===== src/rtl/alu_exec_unit.sv =====
// rtl/alu_exec_unit.sv - multicycle ALU execute unit with serial SLL/SRL shifter
// Optional signed-overflow output enabled by defining ALU_EXEC_OVERFLOW_EN.
module alu_exec_unit #(
    parameter int DATA_WIDTH  = 32,
    parameter int SHAMT_WIDTH = 5
) (
    input  logic                   clk,
    input  logic                   reset,
    input  logic                   start,
    input  logic [3:0]             ALUOperation,
    input  logic [DATA_WIDTH-1:0]  A,
    input  logic [DATA_WIDTH-1:0]  B,
    input  logic [SHAMT_WIDTH-1:0] shamt,
    output logic                   busy,
    output logic                   done,
    output logic [DATA_WIDTH-1:0]  result,
    output logic                   zero,
`ifdef ALU_EXEC_OVERFLOW_EN
    output logic                   overflow,
`endif
    output logic                   illegal
);

    typedef enum logic [1:0] {
        S_IDLE  = 2'd0,
        S_SHIFT = 2'd1,
        S_DONE  = 2'd2
    } state_t;

    localparam int MSB = DATA_WIDTH - 1;

    state_t                  r_state;
    state_t                  w_next_state;
    logic [DATA_WIDTH-1:0]   r_result;
    logic                    r_zero;
    logic                    r_illegal;
    logic [DATA_WIDTH-1:0]   r_shreg;
    logic [SHAMT_WIDTH-1:0]  r_cnt;
    logic                    r_dir_right;

    logic                    w_accept;
    logic                    w_is_shift;
    logic                    w_serial;
    logic                    w_illegal;
    logic [DATA_WIDTH-1:0]   w_add;
    logic [DATA_WIDTH-1:0]   w_sub;
    logic [DATA_WIDTH-1:0]   w_alu_result;
    logic [DATA_WIDTH-1:0]   w_shift_next;

    assign w_accept     = start && (r_state != S_SHIFT);
    assign w_is_shift   = (ALUOperation == 4'b1000) || (ALUOperation == 4'b1001);
    assign w_serial     = w_is_shift && (shamt != '0);
    assign w_illegal    = ALUOperation[3] && (ALUOperation[2:1] != 2'b00);
    assign w_add        = A + B;
    assign w_sub        = A - B;
    assign w_shift_next = r_dir_right ? (r_shreg >> 1) : (r_shreg << 1);

    // Shift ops only reach this path with shamt == 0, so the result is B unchanged.
    always_comb begin
        w_alu_result = '0;
        case (ALUOperation)
            4'b0000: w_alu_result = A & B;
            4'b0001: w_alu_result = A | B;
            4'b0010: w_alu_result = ~(A | B);
            4'b0011: w_alu_result = w_add;
            4'b0100: w_alu_result = w_sub;
            4'b0101: w_alu_result = A ^ B;
            4'b0110: w_alu_result = w_add;
            4'b0111: w_alu_result = {B[15:0], {(DATA_WIDTH-16){1'b0}}};
            4'b1000: w_alu_result = B;
            4'b1001: w_alu_result = B;
            default: w_alu_result = '0;
        endcase
    end

`ifdef ALU_EXEC_OVERFLOW_EN
    logic r_overflow;
    logic w_ovf;

    always_comb begin
        w_ovf = 1'b0;
        if (ALUOperation == 4'b0011)
            w_ovf = (A[MSB] == B[MSB]) && (w_add[MSB] != A[MSB]);
        else if (ALUOperation == 4'b0100)
            w_ovf = (A[MSB] != B[MSB]) && (w_sub[MSB] != A[MSB]);
    end

    assign overflow = r_overflow;
`endif

    always_ff @(posedge clk or negedge reset) begin
        if (!reset)
            r_state <= S_IDLE;
        else
            r_state <= w_next_state;
    end

    always_comb begin
        w_next_state = r_state;
        case (r_state)
            S_IDLE, S_DONE: begin
                if (start)
                    w_next_state = w_serial ? S_SHIFT : S_DONE;
                else
                    w_next_state = S_IDLE;
            end
            S_SHIFT: begin
                if (r_cnt == SHAMT_WIDTH'(1))
                    w_next_state = S_DONE;
            end
            default: w_next_state = S_IDLE;
        endcase
    end

    always_comb begin
        busy = (r_state == S_SHIFT);
        done = (r_state == S_DONE);
    end

    // The last serial step writes straight into result instead of the shift register.
    always_ff @(posedge clk or negedge reset) begin
        if (!reset) begin
            r_result    <= '0;
            r_zero      <= 1'b0;
            r_illegal   <= 1'b0;
            r_shreg     <= '0;
            r_cnt       <= '0;
            r_dir_right <= 1'b0;
`ifdef ALU_EXEC_OVERFLOW_EN
            r_overflow  <= 1'b0;
`endif
        end else if (w_accept) begin
            if (w_serial) begin
                r_shreg     <= B;
                r_cnt       <= shamt;
                r_dir_right <= ALUOperation[0];
            end else begin
                r_result    <= w_alu_result;
                r_zero      <= (w_alu_result == '0);
                r_illegal   <= w_illegal;
`ifdef ALU_EXEC_OVERFLOW_EN
                r_overflow  <= w_ovf;
`endif
            end
        end else if (r_state == S_SHIFT) begin
            if (r_cnt == SHAMT_WIDTH'(1)) begin
                r_result    <= w_shift_next;
                r_zero      <= (w_shift_next == '0);
                r_illegal   <= 1'b0;
                r_cnt       <= '0;
`ifdef ALU_EXEC_OVERFLOW_EN
                r_overflow  <= 1'b0;
`endif
            end else begin
                r_shreg     <= w_shift_next;
                r_cnt       <= r_cnt - SHAMT_WIDTH'(1);
            end
        end
    end

    assign result  = r_result;
    assign zero    = r_zero;
    assign illegal = r_illegal;

endmodule

===== config.mk =====
export PLATFORM = sky130hd
export DESIGN_NAME = alu_exec_unit
export DESIGN_NICKNAME = d
export VERILOG_FILES = /design/src/rtl/alu_exec_unit.sv
export SDC_FILE = /design/constraint.sdc
export NUM_CORES = 1
export LEC_CHECK = 0
export BUFFER_PORTS_ARGS = -buffer_cell sky130_fd_sc_hd__buf_4
export CAP_MARGIN = 20
export CELL_PAD_IN_SITES_DETAIL_PLACEMENT = 0
export CELL_PAD_IN_SITES_GLOBAL_PLACEMENT = 1
export CORE_MARGIN = 2
export CORE_UTILIZATION = 47
export CTS_CLUSTER_DIAMETER = 40
export DETAILED_ROUTE_END_ITERATION = 10
export GPL_TIMING_DRIVEN = 0
export PLACE_DENSITY_LB_ADDON = 0.1
export SETUP_SLACK_MARGIN = 0.5
export SYNTH_ARGS = -nofsm -noshare
export SYNTH_HDL_FRONTEND = slang
export SYNTH_SLANG_ARGS = --single-unit

===== constraint.sdc =====
create_clock -name clk -period 5.8 [get_ports clk]
set_input_delay 0.87 -clock clk [delete_from_list [all_inputs] [get_ports clk]]
set_output_delay 0.87 -clock clk [all_outputs]
set_load 0.05 [all_outputs]

==> summary.md <==
| Metric | Value |
|---|---|
| R2r worst-path depth | 13 |
| Number of buffers created by CTS | 9 |
| Number of flops mapped to enable cells by yosys | 0 |
| Fraction of final layout cells sized beyond drive strength 1 | 16.8% |
| Area of the die | 19100 um^2 |
| Count of routing violations after the opening detailed-route iteration | 1016 |
| Detailed Routing Iterations Pass 1 | 5 |
| Via count of the routed design | 9090 |
| Detail Placement HPWL | 25200 um |
| Ant diodes | 0 |
| Worst reg2reg startpoint | r_cnt[1] |
| Area share of the leading cell type in the synthesized netlist | 21.8% |
| Critical Path Sink Type | flop |
| Run status | finished clean |
| GR Util All Layers | 32.8% |
| Initial Util | 47.5% |
| Die H | 138 um |
| Relative max-transition margin | 28.6% |
| Maximum capacitance violations | 0 |
| Critical path arrival | 5.41 ns |
| Library cell with the largest summed area after synthesis | dfrtp_1 |
| Pin count of the biggest net entering global routing | 75 |
| Part of the Yosys area used for sequential elements | 21.8% |
| Critical path data required time | 6.05 ns |
| Buffer levels on the longest clock path | 2 |
| Final Cycle Share | 89.1% |
| Core outline area | 17800 um^2 |
| FMAX | 0.194 GHz |
| Synthesized netlist cell count | 1111 |
| Number of global-route vias before repair | 8558 |
| Initial antenna violation count | 0 |
| Number of top-level pins | 112 |
| Site Rows | 49 |
| H-tree depth | 3 |
| Final nets | 1431 |
| Power Dens Cells | 316 nW/um^2 |
| Wire length of the first global-routing pass | 49600 um |
| Reg2reg end | zero |
| Setup clock skew after layout | 0.00780 ns |
| Die width | 138 um |
| Remaining global-route overflow | 0 |
| Port bufs | 110 |
| Hold WC Path Type | reg -> reg |
| Dominant register cell in the synthesized netlist | dfrtp_1 |
| Critical path class | in -> reg |
| Cell with the most instances after synthesis | o21ai_0 |
| Count of synthesis-stage warnings from yosys | 0 |
| Routability cong. | 0.958 |
| Worst Setup Start Kind | input port |
| # DRC | 0 |
| Post-Synthesis Net Count | 1291 |
| P_leak | 4.53 nW |
| CTS tree | done |
| Highest ir drop seen on vdd | 0.263 mV |
| Clock root buffer | clkbuf_16 |
| Worst hold slack after final layout | 0.471 ns |
| CTS hold repair buffers | 0 |
| Hold Fails Final Rpt | 0 |
| Aggregate routed wire length | 32000 um |
| First element of the critical path | B[8] |
| Total power of the final layout | 3.23 mW |
| Library cells used by synthesis | 71 |
| Most common library cells after synthesis | o21ai_0 (114), nand2_1 (105), ha_1 (103), a21oi_1 (96), nor2_1 (93) |
| Final setup violation count | 0 |
| Clock slew at reported path FFs | 0.05 ns |
| Clock latency at the later pin of the worst-skew pair | 0.34 ns |
| Asr flop ratio synth | 100% |
| Leading cell types by total area after synthesis | dfrtp_1 (22%), ha_1 (15%), o21ai_0 (6.7%), a21oi_1 (5.7%), nand2_1 (4.6%) |
| Share of the core filled with cells | 57.3% |
| Post-synthesis sequential element count | 74 |
| Mapped Area | 8480 um^2 |
| Worst-path maximum fanout | 4 |
| Worst-margin pin slew | 1.07 ns |
| Via density | 6.12 |
| Post-route minimum period | 5.17 ns |
| Setup slack on the worst flop-to-flop path | 2.28 ns |
| Antenna violation net count after detailed routing | 0 |
| Final routed wire length divided by cell count | 21.5 um |
| Synthesis-to-finish area growth | 20.6% |
| Number of sinks driven by the clock tree | 74 |
| Unrepaired setup endpoints after global routing | true |
| Mean instance size in the synthesized netlist | 7.64 um^2 |
| Crit path to | zero |
| Count of final max-slew check failures | 0 |
-- area by class of cell --
class,count,area (um^2)
clock inverter,3,15.0
buffer,65,304
sequential,74,1850
inverter,78,293
fill,1761,7610
tap,229,287
multi-input combinational,894,6250
timing repair buffer,129,977
clock buffer,13,250
-- power by group --
part	switching [mW]	leakage (nW)	internal, mW
combinational	1.16	3.58	0.644
clock	0.211	0.133	0.299
sequential	0.197	0.815	0.727
-- through the flow --
step           instances  instance area, um^2  setup WS (ns)  TNS, ns
5_1_grt             1485                10200          0.412        0
2_1_floorplan       1111                 8480          0.510        0
6_report            1485                10200          0.633        0
4_1_cts             1478                10100          0.437        0
3_3_place_gp        1450                 9600         -0.624    -3.87
3_5_place_dp        1451                 9600         -0.582    -3.63
-- layout by cell type, fill, tap and decap left out, types with 9 or more instances in the layout --
cell type,count
buf_4,126
o21ai_0,105
nand2_1,105
ha_1,102
nor2_1,92
a21oi_1,89
inv_1,77
dfrtp_1,74
clkbuf_1,48
xnor2_1,40
a22oi_1,30
nand3_1,24
mux2i_1,23
xor2_1,18
nor2b_1,15
a211oi_1,15
a21o_1,13
o31ai_1,12
nor3_1,11
a31oi_1,11
o21a_1,11
nand4_1,10
clkbuf_16,10
nor4_1,9
o21ai_1,9
mux2_2,9
-- metal layers --
layer	vias to the layer above	share of wire, %	global-route usage [%]
met5	-	0	0
met4	0	2.2	8.86
met3	52	6.9	3.98
met2	382	46	53.5
met1	4350	45	46.3
li1	4306	-	-
-- state kept, by name, indices dropped and copies added, names as in the netlist --
signal	flops
r_dir_right	1
r_cnt	5
r_shreg	32
illegal	1
result	32
zero	1
r_state	2
-- kinds of logic after synthesis --
group	count (synthesis)	share of synthesized area [%]
xor+xnor	59	6.09
simple gates	313	17.6
flops	74	21.8
fa+ha+maj	104	15.4
compound gates	385	28.6
mux	33	4.04
buf+inv	143	6.43
-- worst min path at each step --
stage,start,slack (ns),end,cells after the start
4_1_cts,result[14],0.48,result[14],2
3_3_place_gp,result[16],0.45,result[16],2
5_1_grt,result[0],0.49,result[0],1
3_5_place_dp,result[14],0.47,result[14],2
2_1_floorplan,r_state[0],0.48,r_state[0],1
6_report,result[14],0.47,result[14],2
-- critical path, stage by stage --
cell and delay, ns:
buf_6 0.10, buf_8 0.11, or4_4 0.48, or3_4 0.36
nor4_4 0.16, nand3_1 0.13, or3_4 0.38, or3_4 0.36
buf_4 0.15, nand2_1 0.07, xnor2_1 0.07, ha_1 0.24
a21oi_2 0.21, nand3_1 0.11, a31oi_1 0.26, o21ai_1 0.20
xnor2_1 0.27, o21ai_0 0.20, nor4_1 0.28, nand4_1 0.14
o31ai_2 0.23
-- timing repair --
item | 4_1_cts | 5_1_grt
setup endpoints to repair | 14 | 12
pin swaps | 19 | 16
resized for setup | 45 | 27
setup buffers | 11 | 7
Power figures use the tool's default switching activity.
